File: config.mk
export PLATFORM = sky130hd
export DESIGN_NAME = fifo_wr_arbiter_flat
export DESIGN_NICKNAME = d
export VERILOG_FILES = /design/src/rtl/fifo_wr_arbiter_pkg.sv /design/src/rtl/fifo_wr_arbiter_if.sv /design/src/rtl/fifo_wr_arbiter_rr_pick.sv /design/src/rtl/fifo_wr_arbiter.sv /design/src/flat_wrapper.sv
export SDC_FILE = /design/constraint.sdc
export NUM_CORES = 1
export LEC_CHECK = 0
export BUFFER_PORTS_ARGS = -buffer_cell sky130_fd_sc_hd__buf_2
export CORE_AREA = 2 2 133 135
export CTS_BUF_LIST = sky130_fd_sc_hd__clkbuf_2
export DETAILED_ROUTE_END_ITERATION = 6
export DIE_AREA = 0 0 135 137
export GPL_ROUTABILITY_DRIVEN = 0
export GPL_TIMING_DRIVEN = 0
export HOLD_SLACK_MARGIN = 0.05
export PLACE_DENSITY = 0.48
export SLEW_MARGIN = 20
export SYNTH_ARGS = -nofsm -noshare
export SYNTH_HDL_FRONTEND = slang
export SYNTH_SLANG_ARGS = --single-unit
File: constraint.sdc
create_clock -name clk -period 3.29 [get_ports clk]
set_clock_uncertainty 0.05 [all_clocks]
set_input_delay 0.658 -clock clk [delete_from_list [all_inputs] [get_ports clk]]
set_output_delay 0.658 -clock clk [all_outputs]
set_load 0.05 [all_outputs]
File: src/rtl/fifo_wr_arbiter_pkg.sv
// Shared definitions for the FIFO write arbiter: parameter defaults,
// the arbiter state encoding and an index-width helper.
package fifo_arb_pkg;

  localparam int DEF_NUM_REQ      = 4;
  localparam int DEF_BUFFER_WIDTH = 16;
  localparam int DEF_PAR_WRITE    = 4;
  localparam int DEF_MAX_BURST    = 8;

  typedef enum logic {
    IDLE  = 1'b0,
    GRANT = 1'b1
  } arb_state_t;

  // Keeps index vectors at least one bit wide when a count is 1.
  function automatic int idx_width(input int n);
    return (n > 1) ? $clog2(n) : 1;
  endfunction

endpackage

File: src/rtl/fifo_wr_arbiter_if.sv
// Requester-side and FIFO-side signals of the write arbiter in one bundle.
// The master modport is the environment; the slave modport is the arbiter.
interface fifo_wr_arbiter_if
  import fifo_arb_pkg::*;
#(
  parameter int NUM_REQ      = DEF_NUM_REQ,
  parameter int BUFFER_WIDTH = DEF_BUFFER_WIDTH,
  parameter int PAR_WRITE    = DEF_PAR_WRITE
) ();

  localparam int ID_W = idx_width(NUM_REQ);
  localparam int DW   = PAR_WRITE * BUFFER_WIDTH;

  logic [NUM_REQ-1:0]    req_valid;
  logic [NUM_REQ-1:0]    req_last;
  logic [NUM_REQ*DW-1:0] req_data;
  logic [NUM_REQ-1:0]    req_ready;
  logic                  fifo_buffer_ready;
  logic                  fifo_wen;
  logic [DW-1:0]         fifo_din;
  logic [ID_W-1:0]       grant_id;
  logic                  busy;

  modport master (
    output req_valid, req_last, req_data, fifo_buffer_ready,
    input  req_ready, fifo_wen, fifo_din, grant_id, busy
  );

  modport slave (
    input  req_valid, req_last, req_data, fifo_buffer_ready,
    output req_ready, fifo_wen, fifo_din, grant_id, busy
  );

endinterface

File: src/rtl/fifo_wr_arbiter_rr_pick.sv
// Combinational round-robin picker: first valid requester strictly after
// last_grant, wrapping from NUM_REQ-1 back to 0.
module rr_pick
  import fifo_arb_pkg::*;
#(
  parameter int NUM_REQ = DEF_NUM_REQ,
  localparam int ID_W   = idx_width(NUM_REQ)
) (
  input  logic [NUM_REQ-1:0] req_valid,
  input  logic [ID_W-1:0]    last_grant,
  output logic [ID_W-1:0]    pick_id,
  output logic               pick_valid
);

  // Scan from the farthest offset down so the nearest valid requester wins.
  always_comb begin
    pick_id    = '0;
    pick_valid = 1'b0;
    for (int k = NUM_REQ; k >= 1; k--) begin
      logic [ID_W-1:0] idx;
      idx = ID_W'((int'(last_grant) + k) % NUM_REQ);
      if (req_valid[idx]) begin
        pick_id    = idx;
        pick_valid = 1'b1;
      end
    end
  end

endmodule

File: src/rtl/fifo_wr_arbiter.sv
// Round-robin arbiter granting one requester at a time a burst of FIFO
// write beats, ending on req_last or after MAX_BURST transfers.
module fifo_wr_arbiter
  import fifo_arb_pkg::*;
#(
  parameter int NUM_REQ      = DEF_NUM_REQ,
  parameter int BUFFER_WIDTH = DEF_BUFFER_WIDTH,
  parameter int PAR_WRITE    = DEF_PAR_WRITE,
  parameter int MAX_BURST    = DEF_MAX_BURST
) (
  input logic               clk,
  input logic               rstn,
  fifo_wr_arbiter_if.slave  bus
);

  localparam int ID_W  = idx_width(NUM_REQ);
  localparam int CNT_W = idx_width(MAX_BURST);
  localparam int DW    = PAR_WRITE * BUFFER_WIDTH;

  arb_state_t      state, state_nxt;
  logic [ID_W-1:0] grant_id_q, grant_id_nxt;
  logic [ID_W-1:0] last_grant_q, last_grant_nxt;
  logic [CNT_W-1:0] beat_cnt_q, beat_cnt_nxt;

  logic [ID_W-1:0]    pick_id;
  logic               pick_valid;
  logic               wen;
  logic [DW-1:0]      din;
  logic [NUM_REQ-1:0] ready_vec;

  rr_pick #(
    .NUM_REQ (NUM_REQ)
  ) u_rr_pick (
    .req_valid  (bus.req_valid),
    .last_grant (last_grant_q),
    .pick_id    (pick_id),
    .pick_valid (pick_valid)
  );

  // last_grant resets to the top index so requester 0 wins the first pick.
  always_ff @(posedge clk) begin
    if (!rstn) begin
      state        <= IDLE;
      grant_id_q   <= '0;
      last_grant_q <= ID_W'(NUM_REQ - 1);
      beat_cnt_q   <= '0;
    end else begin
      state        <= state_nxt;
      grant_id_q   <= grant_id_nxt;
      last_grant_q <= last_grant_nxt;
      beat_cnt_q   <= beat_cnt_nxt;
    end
  end

  always_comb begin
    state_nxt      = state;
    grant_id_nxt   = grant_id_q;
    last_grant_nxt = last_grant_q;
    beat_cnt_nxt   = beat_cnt_q;
    wen            = 1'b0;
    din            = '0;
    ready_vec      = '0;

    case (state)
      IDLE: begin
        if (pick_valid) begin
          grant_id_nxt = pick_id;
          state_nxt    = GRANT;
        end
      end

      GRANT: begin
        din                   = bus.req_data[int'(grant_id_q)*DW +: DW];
        ready_vec[grant_id_q] = bus.fifo_buffer_ready;
        wen                   = bus.req_valid[grant_id_q] & bus.fifo_buffer_ready;
        // A dropped valid or a stalled FIFO simply holds the grant.
        if (wen) begin
          if (bus.req_last[grant_id_q] || (beat_cnt_q == CNT_W'(MAX_BURST - 1))) begin
            state_nxt      = IDLE;
            beat_cnt_nxt   = '0;
            last_grant_nxt = grant_id_q;
          end else begin
            beat_cnt_nxt = beat_cnt_q + CNT_W'(1);
          end
        end
      end

      default: state_nxt = IDLE;
    endcase
  end

  assign bus.fifo_wen  = wen;
  assign bus.fifo_din  = din;
  assign bus.req_ready = ready_vec;
  assign bus.grant_id  = grant_id_q;
  assign bus.busy      = (state == GRANT);

endmodule

File: src/flat_wrapper.sv
// flat-port wrapper written by rule: the top's interface ports become plain ports
module fifo_wr_arbiter_flat import fifo_arb_pkg::*;
#(
  parameter int NUM_REQ      = DEF_NUM_REQ,
  parameter int BUFFER_WIDTH = DEF_BUFFER_WIDTH,
  parameter int PAR_WRITE    = DEF_PAR_WRITE,
  parameter int MAX_BURST    = DEF_MAX_BURST
)
  (clk, rstn, bus_req_valid, bus_req_last, bus_req_data, bus_fifo_buffer_ready, bus_req_ready, bus_fifo_wen, bus_fifo_din, bus_grant_id, bus_busy);
  fifo_wr_arbiter_if #(.NUM_REQ(NUM_REQ), .BUFFER_WIDTH(BUFFER_WIDTH), .PAR_WRITE(PAR_WRITE)) bus_i ();
  input logic clk;
  input logic rstn;
  input wire logic [$bits(bus_i.req_valid)-1:0] bus_req_valid;
  input wire logic [$bits(bus_i.req_last)-1:0] bus_req_last;
  input wire logic [$bits(bus_i.req_data)-1:0] bus_req_data;
  input wire logic [$bits(bus_i.fifo_buffer_ready)-1:0] bus_fifo_buffer_ready;
  output wire logic [$bits(bus_i.req_ready)-1:0] bus_req_ready;
  output wire logic [$bits(bus_i.fifo_wen)-1:0] bus_fifo_wen;
  output wire logic [$bits(bus_i.fifo_din)-1:0] bus_fifo_din;
  output wire logic [$bits(bus_i.grant_id)-1:0] bus_grant_id;
  output wire logic [$bits(bus_i.busy)-1:0] bus_busy;
  assign bus_i.req_valid = bus_req_valid;
  assign bus_i.req_last = bus_req_last;
  assign bus_i.req_data = bus_req_data;
  assign bus_i.fifo_buffer_ready = bus_fifo_buffer_ready;
  assign bus_req_ready = bus_i.req_ready;
  assign bus_fifo_wen = bus_i.fifo_wen;
  assign bus_fifo_din = bus_i.fifo_din;
  assign bus_grant_id = bus_i.grant_id;
  assign bus_busy = bus_i.busy;
  fifo_wr_arbiter #(.NUM_REQ(NUM_REQ), .BUFFER_WIDTH(BUFFER_WIDTH), .PAR_WRITE(PAR_WRITE), .MAX_BURST(MAX_BURST)) u_core (.clk(clk), .rstn(rstn), .bus(bus_i));
endmodule
=== Word-level counts from Yosys, hierarchy flattened ===
Index checks and enable logic that the tools add are counted.

* Shift operators: 1
* Order comparisons: 6
* Add/sub/neg operators: 5
* Bitwise logic cells: 3
* Reductions and logical operators: 5
* Mux-type cells: 30
* Eq/ne operators: 1

{| class="wikitable"
|+ Operators by type and width
! cell !! number
|-
| $shiftx 256x9->64 || 1
|-
| $mux 64 || 1
|-
| $lt 2x3->1 const B || 5
|-
| $mux 1 || 15
|-
| $bmux 1 s2 || 6
|-
| $mux 2 || 4
|-
| $add 2x1->2 const B || 2
|-
| $add 2x2->2 const B || 2
|-
| $and 4x4->4 || 1
|-
| $mux 4 || 1
|-
| $reduce_and 2->1 || 2
|-
| $add 3x1->3 const B || 1
|-
| $eq 3x3->1 const B || 1
|-
| $mux 3 || 1
|-
| $reduce_and 3->1 || 1
|-
| $demux 1 s2 || 1
|-
| $ge 2x1->1 const B || 1
|-
| $pmux 1 s2 || 1
|-
| $and 1x1->1 || 1
|-
| $logic_and 1x1->1 || 1
|-
| $logic_or 1x1->1 || 1
|-
| $not 1->1 || 1
|}

* Logic and storage cells: 55
* Register bits: 8
* Output and inout bits: 72
* Bits of input ports: 267

=== Logic depth before layout (Yosys ltp) ===
Gate-level depths: netlist (run 1).

* Word-level depth: 9
* Gate-level depth with buffers: 7
* Gate-level depth less buffers: 6

=== Modules after synthesis ===
Synthesis (run 1) repeated with hierarchy kept, for this count alone.

* Cell total of the unflattened synthesis: 215
* Area total of the unflattened synthesis: 2513.7 sq um

{| class="wikitable"
|+ By module, submodules not included
! module !! area an instance (sq um) !! seq. area each (sq um) !! times used !! cells an instance
|-
| fifo_wr_arbiter || 2422.3 || 160.2 || 1 || 201
|-
| rr_pick || 91.3 || 0.0 || 1 || 14
|}

=== Least setup slack after synthesis (run 1) ===
No wires, ideal clock.

* Kind: register to output
* From: register u_core.grant_id_q[1] (netlist: u_core.bus.grant_id[1])
* To: output port bus_req_ready[2]
* Buffers on the path: 3
* Setup slack: 0.570 ns
* Arrival: 2.012 ns
* Data required time: 2.582 ns
* Cell stages (with the launch flop): 6
* Path through: dfxtp_1 -> buf_2 -> buf_4 -> buf_2 -> inv_1 -> nor2_1

* Longest elaborated chain between the ends: 6

{| class="wikitable"
|+ Ends and longest elaborated chain
! item !! RTL line !! text
|-
| from (decl) || fifo_wr_arbiter.sv:21 || <nowiki>logic [ID_W-1:0] grant_id_q, grant_id_nxt;</nowiki>
|-
| from (signal assigned) || fifo_wr_arbiter.sv:49 || <nowiki>grant_id_q <= grant_id_nxt;</nowiki>
|-
| $lt 2x3->1 (not written as such) / $ge 2x1->1 (equally long branches) || fifo_wr_arbiter.sv:74 || <nowiki>ready_vec[grant_id_q] = bus.fifo_buffer_ready;</nowiki>
|-
| $logic_and 1x1->1 (not written as such) || fifo_wr_arbiter.sv:74 ||
|-
| $mux 1 (not written as such) || fifo_wr_arbiter.sv:74 ||
|-
| $demux 1 s2 * || - ||
|-
| $and 4x4->4 (no source line) * || - ||
|-
| $mux 4 * || fifo_wr_arbiter.sv:64 || <nowiki>case (state)</nowiki>
|-
| to (decl) || flat_wrapper.sv:17 || <nowiki>output wire logic [$bits(bus_i.req_ready)-1:0] bus_req_ready;</nowiki>
|}

Mark *: on every way between the ends. The rest lies on a longest branch, timed or not.

=== Final worst setup path (run 1) ===
* From: register u_core.state (netlist: u_core.bus.busy)
* To: output port bus_fifo_din[50]

* Longest elaborated chain between the ends: 1

{| class="wikitable"
|+ Ends and longest elaborated chain
! item !! RTL line !! text
|-
| from (decl) || fifo_wr_arbiter.sv:20 || <nowiki>arb_state_t state, state_nxt;</nowiki>
|-
| from (signal assigned) || fifo_wr_arbiter.sv:48 || <nowiki>state <= state_nxt;</nowiki>
|-
| $mux 64 || fifo_wr_arbiter.sv:64 ||
|-
| to (decl) || flat_wrapper.sv:19 || <nowiki>output wire logic [$bits(bus_i.fifo_din)-1:0] bus_fifo_din;</nowiki>
|}

Every way passes these cells.

==> qor.csv, run 1 <==
stage;metric;value;unit
cells_and_area;drive_above_1_share;75.5;%
drt;met1_length;5120;um
cells_and_area;multi_input_area;2190;sq um
grt;grt_overflow;0;
timing;fin_crit_sh;88.0;%
pwr;pwr-share-comb;84.4;%
floorplan;core_area;17100;sq um
clock_tree;post_cts.repair.setup_buffers;0;
critical_path;critPathKind;register to output pin;
timing;hold_violations;0;
floorplan;dieArea;18500;sq um
cells_and_area;fillCellCount;1905;
critical_path;start_kind;register;
timing;rsz0062_at_grt;false;
clock_tree;cts_sinks;8;
timing;fin_crit;2890;ps
pwr;switching_share;52.5;%
synthesis;ys_async_sr_fraction;0;%
pwr;p_per_area;245;nW/um^2
cells_and_area;final_nets;827;
timing;setup_slack;395;ps
flow_run;maxCapViolations;0;
synthesis;synth_area_per_cell;11.9;sq um
drt;drtPass1Iterations;4;
floorplan;num_io_pins;339;
clock_tree;cts-resized-gates;0;
placed_design;dpl-instance-area;4520;sq um
drt;routed_via_density;4.24;
timing;slew_headroom;65.2;%
placed_design;pre_cts_slack;563;ps
synthesis;synth_fp_nets;484;
pwr;netSwitchingPower;0.583;mW
pwr;p_leak;2.27;nW
cells_and_area;mostFrequentLayoutCell;buf_2;
timing;hold_slack;428;ps
clock_tree;h-tree-depth;1;
timing;setup_viol_count_final;0;
synthesis;synth_edf_count;0;
synthesis;ys_types;31;
placed_design;dp_cells;778;
critical_path;cp_max_fo;10;
drt;route.met3.wl;934;um
timing;max_freq;345;MHz
timing;finalMaxSlewViolations;0;
grt;antenna_found_initial;0;
synthesis;synth_top_flop_cell;dfxtp_1;
floorplan;initial_core_util;15.0;%
drt;drcViolationCount;0;
clock_tree;worst_setup_hold_path_clk_slew;100;ps
floorplan;core.rowCount;48;
placed_design;dp_hpwl;11000;um
clock_tree;cts_buffer_depth;2;
synthesis;seq_area_frac_synth;6.28;%
synthesis;netlist_instances;215;
critical_path;critPathArrivalTime;2190;ps
synthesis;yosysWarnings;0;
pwr;p_int;0.528;mW
drt;routedWlPerCell;16.0;um
grt;grt_pass1_wl;17900;um
drt;ant_nets;0;
clock_tree;cts_tree;yes;
pwr;clkPwrFrac;5.7;%
pwr;peakVddDrop;104;uV
drt;wl_met2;6350;um
cells_and_area;stdcell_area;4540;sq um
critical_path;crit_required;2580;ps
critical_path;critical_path.max_stage_delay;650;ps
cells_and_area;syn_to_final_growth;78.0;%
pwr;p_total;1.11;mW
cells_and_area;antenna_cells;0;
synthesis;netlist_area;2550;sq um
drt;routed.top_layer;met4;
critical_path;slowest_stage;dfxtp_1;
critical_path;end_kind;output pin;
status;outcome;complete, no violations;
cells_and_area;fin_cells;781;
timing;setup_tns;0;ps
pwr;sequentialPowerShare;9.9;%
timing;worst_pin_slew;517;ps
drt;drtIter0Drc;123;
floorplan;die_height;137;um
critical_path;crit_chain;clkbuf_1 > clkbuf_1 > and2_1 > buf_2;
floorplan;die_x;135;um
cells_and_area;final-seq-area;160;sq um
critical_path;cp_num_buf_inv;3;
grt;grt_max_degree;11;
cells_and_area;utilization;26.6;%
clock_tree;cts_buffers;3;
grt;grt_use_total;12.4;%
clock_tree;clock_latency;260;ps
drt;routed_wirelength;12500;um
clock_tree;holdBufCountCts;0;
critical_path;crit_family;buffers and inverters;
placed_design;portBuffers;338;
drt;num_vias;3309;
worst_hold_path;hold_path_class;register to register;
grt;grt_pass1_vias;3250;
cells_and_area;final_cell_mix;345 x buf_2, 64 x and2_1, 57 x mux4_2;
clock_tree;clockRootBuffer;clkbuf_2;
critical_path;cp_common_cell;clkbuf_1;
synthesis;yosys_register_bits;8;
kinds of logic (layout without fill, tap and decap cells):
family                     after synthesis  after routing  share of synthesized area (%)
AOI/OAI and AO/OA                       18             18                           4.81
adders and majority gates                2              2                          0.981
buffers and inverters                   29            370                           7.80
DFF                                      8              8                           6.28
muxes                                   69             69                           59.5
and+or+nand+nor                         89             89                           20.6
cell usage after synthesis, types with 5 or more instances:
cell type	instances	area, sq um
buf_2	7	35.0
nor2_1	10	37.5
mux2i_1	5	50.1
buf_6	7	78.8
dfxtp_1	8	160
and2_1	64	400
mux4_1	7	184
nand2_1	7	26.3
o21ai_0	5	25.0
mux4_2	57	1280
clkbuf_1	7	26.3
routing by layer:
layer | vias to the layer above | GRT usage, %
met3 | 7 | 2.04
met4 | 0 | 1.50
met2 | 163 | 22.6
met5 | - | 0
li1 | 1546 | -
met1 | 1593 | 15.8
tightest hold or removal path: stages, from the launching register on:
cell     delay, ps
dfxtp_1        320
nand2_1         50
o22ai_1         60
power by group through the flow:
stage	clock network, mW	logic (mW)	registers, mW
2_1_floorplan	0	0.636	0.120
3_3_place_gp	0	0.945	0.113
3_5_place_dp	0	0.950	0.113
4_1_cts	0.0622	0.952	0.111
5_1_grt	0.0690	1.00	0.112
6_report	0.0634	0.938	0.110
area by class of cell:
type                       instances  area share [%]
buffer                            24            3.86
clock buffer                       3           0.331
inverter                           5           0.524
multi-input combinational        178            48.3
sequential                         8            3.53
tap                              225            6.20
timing repair buffer             338            37.3
worst paths after layout:
check	endpoint	slack (ps)	cells past startpoint	start
worst min-delay path	u_core.beat_cnt_q[1]	430	2	u_core.beat_cnt_q[1]
worst min register to register	u_core.beat_cnt_q[1]	430	2	u_core.beat_cnt_q[1]
worst max-delay path	bus_fifo_din[50]	400	4	u_core.bus.busy
worst max register to register	u_core.last_grant_q[1]	1560	5	u_core.bus.grant_id[1]
registers in the layout, summed over array words and instances (netlist names):
signal / cells
u_core.beat_cnt_q: 3
u_core.bus.grant_id: 2
u_core.bus.busy: 1
u_core.last_grant_q: 2
Power figures use the tool's default switching activity.
==> run 2: changes to the inputs <==
BUFFER_PORTS_ARGS = -buffer_cell sky130_fd_sc_hd__buf_4   (was -buffer_cell sky130_fd_sc_hd__buf_2)
REMOVE_ABC_BUFFERS = 1   (was not set)
==> run 2 against run 1 <==
Effect of this change:
- clock-buffer cell count up 1
- sequential share of layout area down 0.29 points
- sequential cell count unchanged
- routed wire length up 3.6%
- via count down 1.8%
- core utilization up 4.4 points
- worst setup slack better by 100 ps
- global-route usage up 0.44 points
- combinational power up 9%
- final cell count down 2.6%
- final area up 17%
- power up 11%
- largest cell class is now non-clock buffers
- highest routed layer unchanged
==> qor.csv, run 2 (synthesis gave the netlist of run 1 again) <==
stage;metric;value;unit;change
timing;rsz0062_at_grt;false;;
grt;grtUsageMet2;24.1;%;+1.5 points
placed_design;dp_hpwl;10800;um;-1.6%
clock_tree;h-tree-depth;1;;unchanged
pwr;p_per_area;233;nW/um^2;-4.8%
cells_and_area;largest_reg_flops;3;;unchanged
grt;gr-usage-met3;2.04;%;unchanged
timing;max_freq;358;MHz;+3.6%
clock_tree;cts_buffers;3;;unchanged
critical_path;r2r_start;u_core.bus.grant_id[1];;
critical_path;crit_required;2580;ps;about the same
timing;worst_pin_slew;700;ps;+184 ps
critical_path;cp_max_fo;29;;+19
grt;antenna_found_initial;0;;unchanged
cells_and_area;syn_to_final_growth;108;%;
timing;fin_crit;2790;ps;-101 ps
grt;grt_pass1_wl;18900;um;+5.8%
clock_tree;worst_setup_hold_path_clk_slew;90;ps;about the same
cells_and_area;fin_cells;761;;-2.6%
clock_tree;cts_tree;yes;;
clock_tree;cts_buffer_depth;2;;unchanged
placed_design;pre_cts_slack;709;ps;+146 ps
drt;drcViolationCount;0;;unchanged
floorplan;dieArea;18500;sq um;unchanged
flow_run;maxCapViolations;0;;unchanged
clock_tree;clock_latency;240;ps;-20 ps
drt;routedWlPerCell;17.0;um;+6.3%
critical_path;critPathKind;register to output pin;;
floorplan;initial_core_util;15.0;%;unchanged
cells_and_area;utilization;31.0;%;+4.4 points
critical_path;end_kind;output pin;;
pwr;p_leak;2.45;nW;+8.0%
worst_hold_path;hold_end;u_core.beat_cnt_q[2];;
critical_path;start_kind;register;;
clock_tree;post_cts.repair.setup_buffers;0;;unchanged
grt;busiest_layer;met2;;
critical_path;worst-r2r-cell-count;5;;unchanged
floorplan;core.rowCount;48;;unchanged
floorplan;die_height;137;um;unchanged
floorplan;num_io_pins;339;;unchanged
timing;slew_headroom;53.3;%;-12 points
placed_design;portBuffers;338;;unchanged
floorplan;die_x;135;um;unchanged
placed_design;dp_cells;757;;-2.7%
clock_tree;clockRootBuffer;clkbuf_2;;
timing;finalMaxSlewViolations;0;;unchanged
drt;routed_via_density;4.27;;+0.77%
cells_and_area;regMostFlops;u_core.beat_cnt_q;;
timing;setup_slack;497;ps;+101 ps
grt;grt_max_degree;72;;+61
critical_path;r2r_end;u_core.beat_cnt_q[1];;
placed_design;dpl-instance-area;5270;sq um;+17%
worst_hold_path;hold_start;u_core.beat_cnt_q[2];;
clock_tree;cts-resized-gates;0;;unchanged
timing;fin_crit_sh;84.9;%;-3.1 points
floorplan;core_area;17100;sq um;unchanged
timing;setup_viol_count_final;0;;unchanged
grt;met1_usage;15.9;%;+0.15 points
critical_path;regToRegSetupSlack;1400;ps;-160 ps
cells_and_area;antenna_cells;0;;unchanged
grt;grt_overflow;0;;unchanged
clock_tree;holdBufCountCts;0;;unchanged
worst_hold_path;holdPathStages;2;;unchanged
timing;hold_violations;0;;unchanged
worst_hold_path;hold_path_class;register to register;;
grt;grt_pass1_vias;3388;;+4.2%
cells_and_area;stdcell_area;5290;sq um;+17%
critical_path;critPathArrivalTime;2090;ps;-100 ps
cells_and_area;drive_above_1_share;76.5;%;+0.95 points
grt;grt_use_total;12.8;%;+0.44 points
drt;drtIter0Drc;104;;-15%
clock_tree;cts_sinks;8;;unchanged
cells_and_area;mostFrequentLayoutCell;buf_4;;
status;outcome;complete, no violations;;
drt;num_vias;3249;;-1.8%
pwr;peakVddDrop;99.5;uV;-4.4%
cells_and_area;final_cell_mix;338 x buf_4, 64 x and2_1, 57 x mux4_2;;
drt;ant_nets;0;;unchanged
drt;routed_wirelength;12900;um;+3.6%
drt;drtPass1Iterations;4;;unchanged
critical_path;crit_start;u_core.bus.grant_id[0];;
cells_and_area;final_nets;806;;-2.5%
==> run 2: cell count changes in the layout (fill, tap and decap cells not counted) <==
cell      before  now
buf_2        345    0
buf_4          2  338
buf_6          7    0
clkbuf_1       7    0
dfxtp_1        8    5
dfxtp_4        0    3
buf_12         1    2
buf_16         0    1
clkbuf_2       3    4
==> run 2: power by group <==
group | leakage, nW | total [mW] | switching [mW] | internal, mW
logic | 2.37 | 1.02 | 0.498 | 0.523
clock network | 0.0166 | 0.0677 | 0.0353 | 0.0323
registers | 0.0672 | 0.145 | 0.0426 | 0.102
total | 2.45 | 1.23 | 0.576 | 0.658
==> run 2: worst max-delay path, stage by stage (launching register included) <==
cell and delay (ps):
dfxtp_4 610, buf_12 300, mux4_2 570, and2_1 180
buf_4 180
==> run 2: final cells by class <==
cell class	instances	area, sq um
multi-input cells	178	2190
well taps	225	282
inverters	5	23.8
repair buffers	341	2610
clock buffers	4	20.0
flip-flops and latches	8	171
fillers	1813	11800
==> run 2: layer usage <==
| metal | routed length (um) | part of all wire [%] |
|---|---|---|
| met2 | 6790 | 53 |
| met4 | 88 | 0.68 |
| met1 | 4980 | 39 |
| met5 | 0 | 0 |
| met3 | 1070 | 8.3 |
==> run 2: per-stage QoR <==
stage / hold slack, ps / power (mW) / TNS (ps)
floorplan: 400 / 0.745 / -109430
global placement: 415 / 1.19 / -164880
detailed placement: 428 / 1.18 / 0
CTS: 440 / 1.25 / 0
global route: 473 / 1.30 / 0
finish: 435 / 1.23 / 0
==> run 2: worst max-delay path by stage <==
stage / end / slack [ps] / depth (start not counted)
2_1_floorplan: bus_req_ready[1] / -1650 / 2
3_3_place_gp: bus_fifo_wen / -2340 / 4
3_5_place_dp: bus_fifo_din[23] / 710 / 4
4_1_cts: bus_fifo_din[23] / 430 / 4
5_1_grt: bus_fifo_din[2] / 340 / 4
6_report: bus_fifo_din[19] / 500 / 4
